===== config.mk =====
export PLATFORM = sky130hd
export DESIGN_NAME = status_bcd_latch
export DESIGN_NICKNAME = d
export VERILOG_FILES = /design/src/rtl/status_pkg.sv /design/src/rtl/bin2bcd_serial.sv /design/src/rtl/status_bcd_latch.sv
export SDC_FILE = /design/constraint.sdc
export NUM_CORES = 1
export LEC_CHECK = 0
export BUFFER_PORTS_ARGS = -buffer_cell sky130_fd_sc_hd__buf_2
export CAP_MARGIN = 20
export CORE_MARGIN = 4
export CORE_UTILIZATION = 50
export DETAILED_ROUTE_END_ITERATION = 10
export MAX_ROUTING_LAYER = met4
export PLACE_DENSITY = 0.75
export SETUP_SLACK_MARGIN = 0.02
export SLEW_MARGIN = 20
export SYNTH_ARGS = -nofsm -noshare
export SYNTH_HDL_FRONTEND = slang
export SYNTH_HIERARCHICAL = 1
export SYNTH_SLANG_ARGS = --single-unit

===== constraint.sdc =====
create_clock -name clk -period 3.2 [get_ports clk]
set_input_delay 0 -clock clk [delete_from_list [all_inputs] [get_ports clk]]
set_output_delay 0 -clock clk [all_outputs]
set_load 0.05 [all_outputs]

===== src/rtl/status_pkg.sv =====
// Constants, FSM encoding and the leading-zero mask helper shared by the
// status-bar BCD latch and its serial conversion engine.
package status_pkg;
    localparam int SCORE_DIGITS = 5;
    localparam int SMALL_DIGITS = 3;
    localparam int ENGINE_W     = 16;
    localparam int ACC_W        = 4 * SCORE_DIGITS;
    localparam int SMALL_W      = 4 * SMALL_DIGITS;

    typedef enum logic [1:0] {IDLE, LOAD, SHIFT, COMMIT} state_t;

    // Takes only the digits above the ones digit: the ones digit is never blanked.
    function automatic logic [SCORE_DIGITS-1:0] lz_mask(input logic [ACC_W-1:4] upper);
        logic run_zero;
        lz_mask  = '0;
        run_zero = 1'b1;
        for (int i = SCORE_DIGITS - 1; i > 0; i--) begin
            run_zero   = run_zero & (upper[4*i +: 4] == 4'd0);
            lz_mask[i] = run_zero;
        end
    endfunction
endpackage


===== src/rtl/bin2bcd_serial.sv =====
// Serial double-dabble engine: one bit per cycle, 16 cycles per conversion.
// done_o marks the cycle whose closing edge produces the final value on bcd_o.
module bin2bcd_serial
    import status_pkg::*;
(
    input  logic                clk,
    input  logic                rst,
    input  logic                start_i,
    input  logic [ENGINE_W-1:0] bin_i,
    output logic                done_o,
    output logic [ACC_W-1:0]    bcd_o
);

    logic [ENGINE_W-1:0] bin_q, bin_d, bin_sh;
    logic [ACC_W-1:0]    acc_q, acc_d, acc_adj, acc_sh;
    logic [3:0]          cnt_q, cnt_d;
    logic                run_q, run_d;

    for (genvar gi = 0; gi < SCORE_DIGITS; gi++) begin : g_adj
        assign acc_adj[4*gi +: 4] = (acc_q[4*gi +: 4] >= 4'd5) ?
                                    acc_q[4*gi +: 4] + 4'd3 : acc_q[4*gi +: 4];
    end

    // The bit shifted out of the accumulator top is always zero for 16-bit inputs.
    assign {acc_sh, bin_sh} = {acc_adj, bin_q} << 1;

    always_comb begin
        bin_d = bin_q;
        acc_d = acc_q;
        cnt_d = cnt_q;
        run_d = run_q;
        if (start_i) begin
            bin_d = bin_i;
            acc_d = '0;
            cnt_d = '0;
            run_d = 1'b1;
        end else if (run_q) begin
            bin_d = bin_sh;
            acc_d = acc_sh;
            cnt_d = cnt_q + 4'd1;
            if (cnt_q == 4'hF) begin
                run_d = 1'b0;
            end
        end
    end

    always_ff @(posedge clk or negedge rst) begin
        if (!rst) begin
            bin_q <= '0;
            acc_q <= '0;
            cnt_q <= '0;
            run_q <= 1'b0;
        end else begin
            bin_q <= bin_d;
            acc_q <= acc_d;
            cnt_q <= cnt_d;
            run_q <= run_d;
        end
    end

    assign done_o = run_q && (cnt_q == 4'hF);
    assign bcd_o  = acc_sh;

endmodule


===== src/rtl/status_bcd_latch.sv =====
// Samples score/health/level at the start of vertical blanking, converts them
// one after another on a shared engine and commits all digits and masks together.
module status_bcd_latch
    import status_pkg::*;
#(
    parameter int SCORE_W  = 16,
    parameter int HEALTH_W = 8,
    parameter int LVL_W    = 8
)(
    input  logic                clk,
    input  logic                rst,
    input  logic                vblnk_in,
    input  logic [SCORE_W-1:0]  score_in,
    input  logic [HEALTH_W-1:0] health_in,
    input  logic [LVL_W-1:0]    lvl_in,
    output logic [19:0]         score_bcd,
    output logic [11:0]         health_bcd,
    output logic [11:0]         lvl_bcd,
    output logic [4:0]          score_blank,
    output logic [2:0]          health_blank,
    output logic [2:0]          lvl_blank,
    output logic                upd,
    output logic                busy
);

    state_t              state_q;
    logic                vblnk_q;
    logic [1:0]          item_q;
    logic [ENGINE_W-1:0] shadow_score_q, shadow_health_q, shadow_lvl_q;
    logic [ACC_W-1:0]    stage_score_q;
    logic [SMALL_W-1:0]  stage_health_q, stage_lvl_q;
    logic [ACC_W-1:0]    score_bcd_q;
    logic [SMALL_W-1:0]  health_bcd_q, lvl_bcd_q;
    logic [SCORE_DIGITS-1:0] score_blank_q;
    logic [SMALL_DIGITS-1:0] health_blank_q, lvl_blank_q;
    logic                upd_q, busy_q;

    logic                start_evt, eng_start, eng_done;
    logic [ENGINE_W-1:0] eng_bin;
    logic [ACC_W-1:0]    eng_bcd;

    assign start_evt = vblnk_in & ~vblnk_q;
    assign eng_start = (state_q == LOAD);

    always_comb begin
        case (item_q)
            2'd0:    eng_bin = shadow_score_q;
            2'd1:    eng_bin = shadow_health_q;
            default: eng_bin = shadow_lvl_q;
        endcase
    end

    bin2bcd_serial u_engine (
        .clk     (clk),
        .rst     (rst),
        .start_i (eng_start),
        .bin_i   (eng_bin),
        .done_o  (eng_done),
        .bcd_o   (eng_bcd)
    );

    always_ff @(posedge clk or negedge rst) begin
        if (!rst) begin
            state_q         <= IDLE;
            vblnk_q         <= 1'b0;
            item_q          <= '0;
            shadow_score_q  <= '0;
            shadow_health_q <= '0;
            shadow_lvl_q    <= '0;
            stage_score_q   <= '0;
            stage_health_q  <= '0;
            stage_lvl_q     <= '0;
            score_bcd_q     <= '0;
            health_bcd_q    <= '0;
            lvl_bcd_q       <= '0;
            score_blank_q   <= 5'b11110;
            health_blank_q  <= 3'b110;
            lvl_blank_q     <= 3'b110;
            upd_q           <= 1'b0;
            busy_q          <= 1'b0;
        end else begin
            vblnk_q <= vblnk_in;
            upd_q   <= 1'b0;
            case (state_q)
                IDLE: begin
                    // A start event outside IDLE falls through here unseen, so it is never queued.
                    if (start_evt) begin
                        shadow_score_q  <= ENGINE_W'(score_in);
                        shadow_health_q <= ENGINE_W'(health_in);
                        shadow_lvl_q    <= ENGINE_W'(lvl_in);
                        item_q          <= 2'd0;
                        busy_q          <= 1'b1;
                        state_q         <= LOAD;
                    end
                end
                LOAD: begin
                    state_q <= SHIFT;
                end
                SHIFT: begin
                    if (eng_done) begin
                        case (item_q)
                            2'd0:    stage_score_q  <= eng_bcd;
                            2'd1:    stage_health_q <= eng_bcd[SMALL_W-1:0];
                            default: stage_lvl_q    <= eng_bcd[SMALL_W-1:0];
                        endcase
                        if (item_q < 2'd2) begin
                            item_q  <= item_q + 2'd1;
                            state_q <= LOAD;
                        end else begin
                            state_q <= COMMIT;
                        end
                    end
                end
                COMMIT: begin
                    score_bcd_q    <= stage_score_q;
                    health_bcd_q   <= stage_health_q;
                    lvl_bcd_q      <= stage_lvl_q;
                    score_blank_q  <= lz_mask(stage_score_q[ACC_W-1:4]);
                    health_blank_q <= SMALL_DIGITS'(lz_mask({8'd0, stage_health_q[SMALL_W-1:4]}));
                    lvl_blank_q    <= SMALL_DIGITS'(lz_mask({8'd0, stage_lvl_q[SMALL_W-1:4]}));
                    upd_q          <= 1'b1;
                    busy_q         <= 1'b0;
                    state_q        <= IDLE;
                end
                default: state_q <= IDLE;
            endcase
        end
    end

    assign score_bcd    = score_bcd_q;
    assign health_bcd   = health_bcd_q;
    assign lvl_bcd      = lvl_bcd_q;
    assign score_blank  = score_blank_q;
    assign health_blank = health_blank_q;
    assign lvl_blank    = lvl_blank_q;
    assign upd          = upd_q;
    assign busy         = busy_q;

endmodule


==> results.toml <==
[outcome]
status = "finished, final reports clean"

[setup_path]
cp_slowest_stage_delay_ps = 580
crit_slowest_cell = "or2_0"
cp-start-kind = "register"
r2r-end = "stage_lvl_q[2]"
cp_data_arrival_time_ps = 2640
r2r_slack_ps = 860
crit_path_max_fanout = 17
critical_path_class = "register to register"
critPathBufInv = 1
cp.depth = 5
endpoint_kind = "register"
crit_family = "simple AND/OR/NAND/NOR gates"
reg2reg_from = "item_q[0]"
worstPathCellList = "inv_1 -> ha_1 -> or2_0 -> nor2b_4 -> mux2_2"
reg2reg_depth = 5
crit_required_ps = 3510

[run]
drv_cap = 0

[place]
gp_congestion = 0.757
dpl-instance-area_um2 = 8300
portBuffers = 88
hpwl_um = 9620

[clock_network]
ctsLongestPathBuffers = 2
postCtsSetupRepairBufs = 0
numCtsBuffers = 17
cts_tree = "done"
clock_latency_ps = 420
path_clk_slew_ps = 60
cts_root_buf = "clkbuf_16"
cts.sinks = 176
h-tree-depth = 4

[grt]
grt.overflow.total = 0
grtUsageTotal_pct = 18.4
antenna_found_initial = 0
grt_first_pass_wirelength_um = 25600
grt_pass1_vias = 5175
grt_max_degree = 82

[yosys]
ys_types = 50
ys_seq_area_share_pct = 56.9
syn_inst = 610
synth_flop_cell = "dfrtp_1"
async_flop_share_pct = 100
synth_edf_count = 0
netlist_area_um2 = 7760
yosys_warnings = 6
synth_seq_cells = 176
synth.avg_cell_area_um2 = 12.7

[die]
coreArea_um2 = 15200
die_area_um2 = 17600
row_count = 45
die_y_um = 133
dieWidth_um = 133
initial_core_util_pct = 51.0
ios = 92

[timing]
finalCritPeriodShare_pct = 73.1
worstMarginPinSlew_ps = 961
period_minus_slack_ps = 2340
fmax_ghz = 0.428
hold_violations = 0
drv_slew = 0
setup_viol = 0
fin_skew_ps = 8.29
slew_headroom_pct = 35.9
grt_setup_unrepaired = "false"
tns_ps = 0

[power_and_ir_drop]
p_leak_nw = 4.66
peakVddDrop_v = 0.000529
p_int_w = 0.00573
power_density_nw_per_um2 = 1000
power_frac_comb_pct = 38.2
power_frac_clock_pct = 23.0
p_seq_share_pct = 38.7
switchingPower_w = 0.00352
switching_share_pct = 38.1

[detailed_routing]
wl_per_cell_um = 16.1
firstDrtPassIters = 5
ant_nets = 0
routed_wl_um = 14900
vias_per_cell = 5.45
drtIter0Drc = 239
drc = 0
vias = 5044

[cells_and_area]
final_common_cell = "dfrtp_1"
num_antenna_cells = 0
syn_to_final_growth_pct = 19.2
final_nets = 775
layout-drive-gt1-share_pct = 36.3
final_area_um2 = 9250
layout_common_cells = "dfrtp_1 (167), mux2_2 (121), buf_2 (87)"

[min_path]
hold_path_class = "input port to asynchronous set/reset pin"
[routing by layer]
layer / up-vias / track usage [%] / wire length (um)
li1: 2388 / - / -
met1: 2541 / 23.0 / 6550
met2: 99 / 29.9 / 7530
met3: 16 / 4.11 / 598
met4: 0 / 6.06 / 199
met5: - / - / 0
[cell families (layout without fill, tap and decap cells)]
logic type / Yosys count / after routing / synth area share, %
AO/OA/AOI/OAI: 82 / 82 / 6.84
XOR/XNOR: 8 / 8 / 0.903
adder cells (fa/ha/maj): 15 / 15 / 2.42
buffers and inverters: 49 / 175 / 3.35
flip-flops: 176 / 176 / 56.9
multiplexers: 145 / 145 / 20.7
other: 1 / 3 / 0.0483
AND/OR/NAND/NOR: 134 / 134 / 8.87
[power by group through the flow]
| stage | sequential [W] | clock, W | combinational, W |
|---|---|---|---|
| 5_1_grt | 0.00368 | 0.00228 | 0.00390 |
| 3_5_place_dp | 0.00362 | 0 | 0.00351 |
| 6_report | 0.00359 | 0.00213 | 0.00354 |
| 4_1_cts | 0.00359 | 0.00217 | 0.00356 |
| 3_3_place_gp | 0.00357 | 0 | 0.00339 |
| 2_1_floorplan | 0.00413 | 0 | 0.00215 |
[cell usage after synthesis (7+ instances only)]
| cell type | count | area [um2] |
|---|---|---|
| nor2_1 | 27 | 101 |
| mux2_2 | 121 | 1360 |
| and2_1 | 8 | 50.1 |
| dfstp_2 | 8 | 210 |
| a22oi_1 | 10 | 75.1 |
| inv_1 | 13 | 48.8 |
| dfrtp_1 | 168 | 4200 |
| a21oi_1 | 13 | 65.1 |
| nand2b_1 | 7 | 43.8 |
| nor4_1 | 7 | 43.8 |
| o21ai_0 | 25 | 125 |
| buf_4 | 7 | 52.6 |
| buf_2 | 16 | 80.1 |
| mux2i_1 | 22 | 220 |
| nand2_1 | 50 | 188 |
| ha_1 | 15 | 188 |
[cell type report]
cell class	count	area, um2
well taps	188	235
clock buffers	21	460
clock inverters	11	150
repair buffers	129	840
multi-input cells	387	3100
inverters	14	52.6
fillers	1152	5950
flip-flops and latches	176	4420
[what timing repair did]
action,4_1_cts,5_1_grt
hold buffers,34,0
hold endpoints to repair,111,0
resized for setup,0,0
endpoints found under the setup margin,0,0
[sequential cells by signal, summed over array words and instances, names as in the netlist]
signal / flops
u_engine/acc_q: 20
lvl_bcd: 12
shadow_health_q: 8
upd: 1
health_blank: 2
stage_score_q: 20
score_blank: 4
u_engine/run_q: 1
u_engine/bin_q: 16
item_q: 2
stage_health_q: 12
state_q: 2
stage_lvl_q: 12
lvl_blank: 2
u_engine/cnt_q: 4
health_bcd: 12
vblnk_q: 1
shadow_lvl_q: 8
shadow_score_q: 16
busy: 1
score_bcd: 20
[per-stage QoR]
| stage | power [W] | hold slack, ps | utilization (%) | setup slack (ps) | instances |
|---|---|---|---|---|---|
| after floorplan | 0.00628 | -296 | - | 1410 | 612 |
| after global placement | 0.00696 | 67.5 | 54.6 | 962 | 860 |
| after detailed placement | 0.00713 | 79.6 | 54.6 | 872 | 860 |
| after CTS | 0.00932 | 211 | 60.8 | 863 | 926 |
| after global routing | 0.00987 | 247 | 60.9 | 669 | 926 |
| final | 0.00926 | 186 | 60.9 | 862 | 926 |
[worst max-delay path by stage]
stage / to / start
final: stage_lvl_q[2] / item_q[0]
after global routing: stage_lvl_q[5] / item_q[1]
after CTS: stage_lvl_q[11] / item_q[0]
after detailed placement: stage_lvl_q[7] / item_q[0]
after global placement: stage_lvl_q[11] / item_q[0]
after floorplan: stage_lvl_q[0] / item_q[0]
Power figures use the tool's default switching activity.
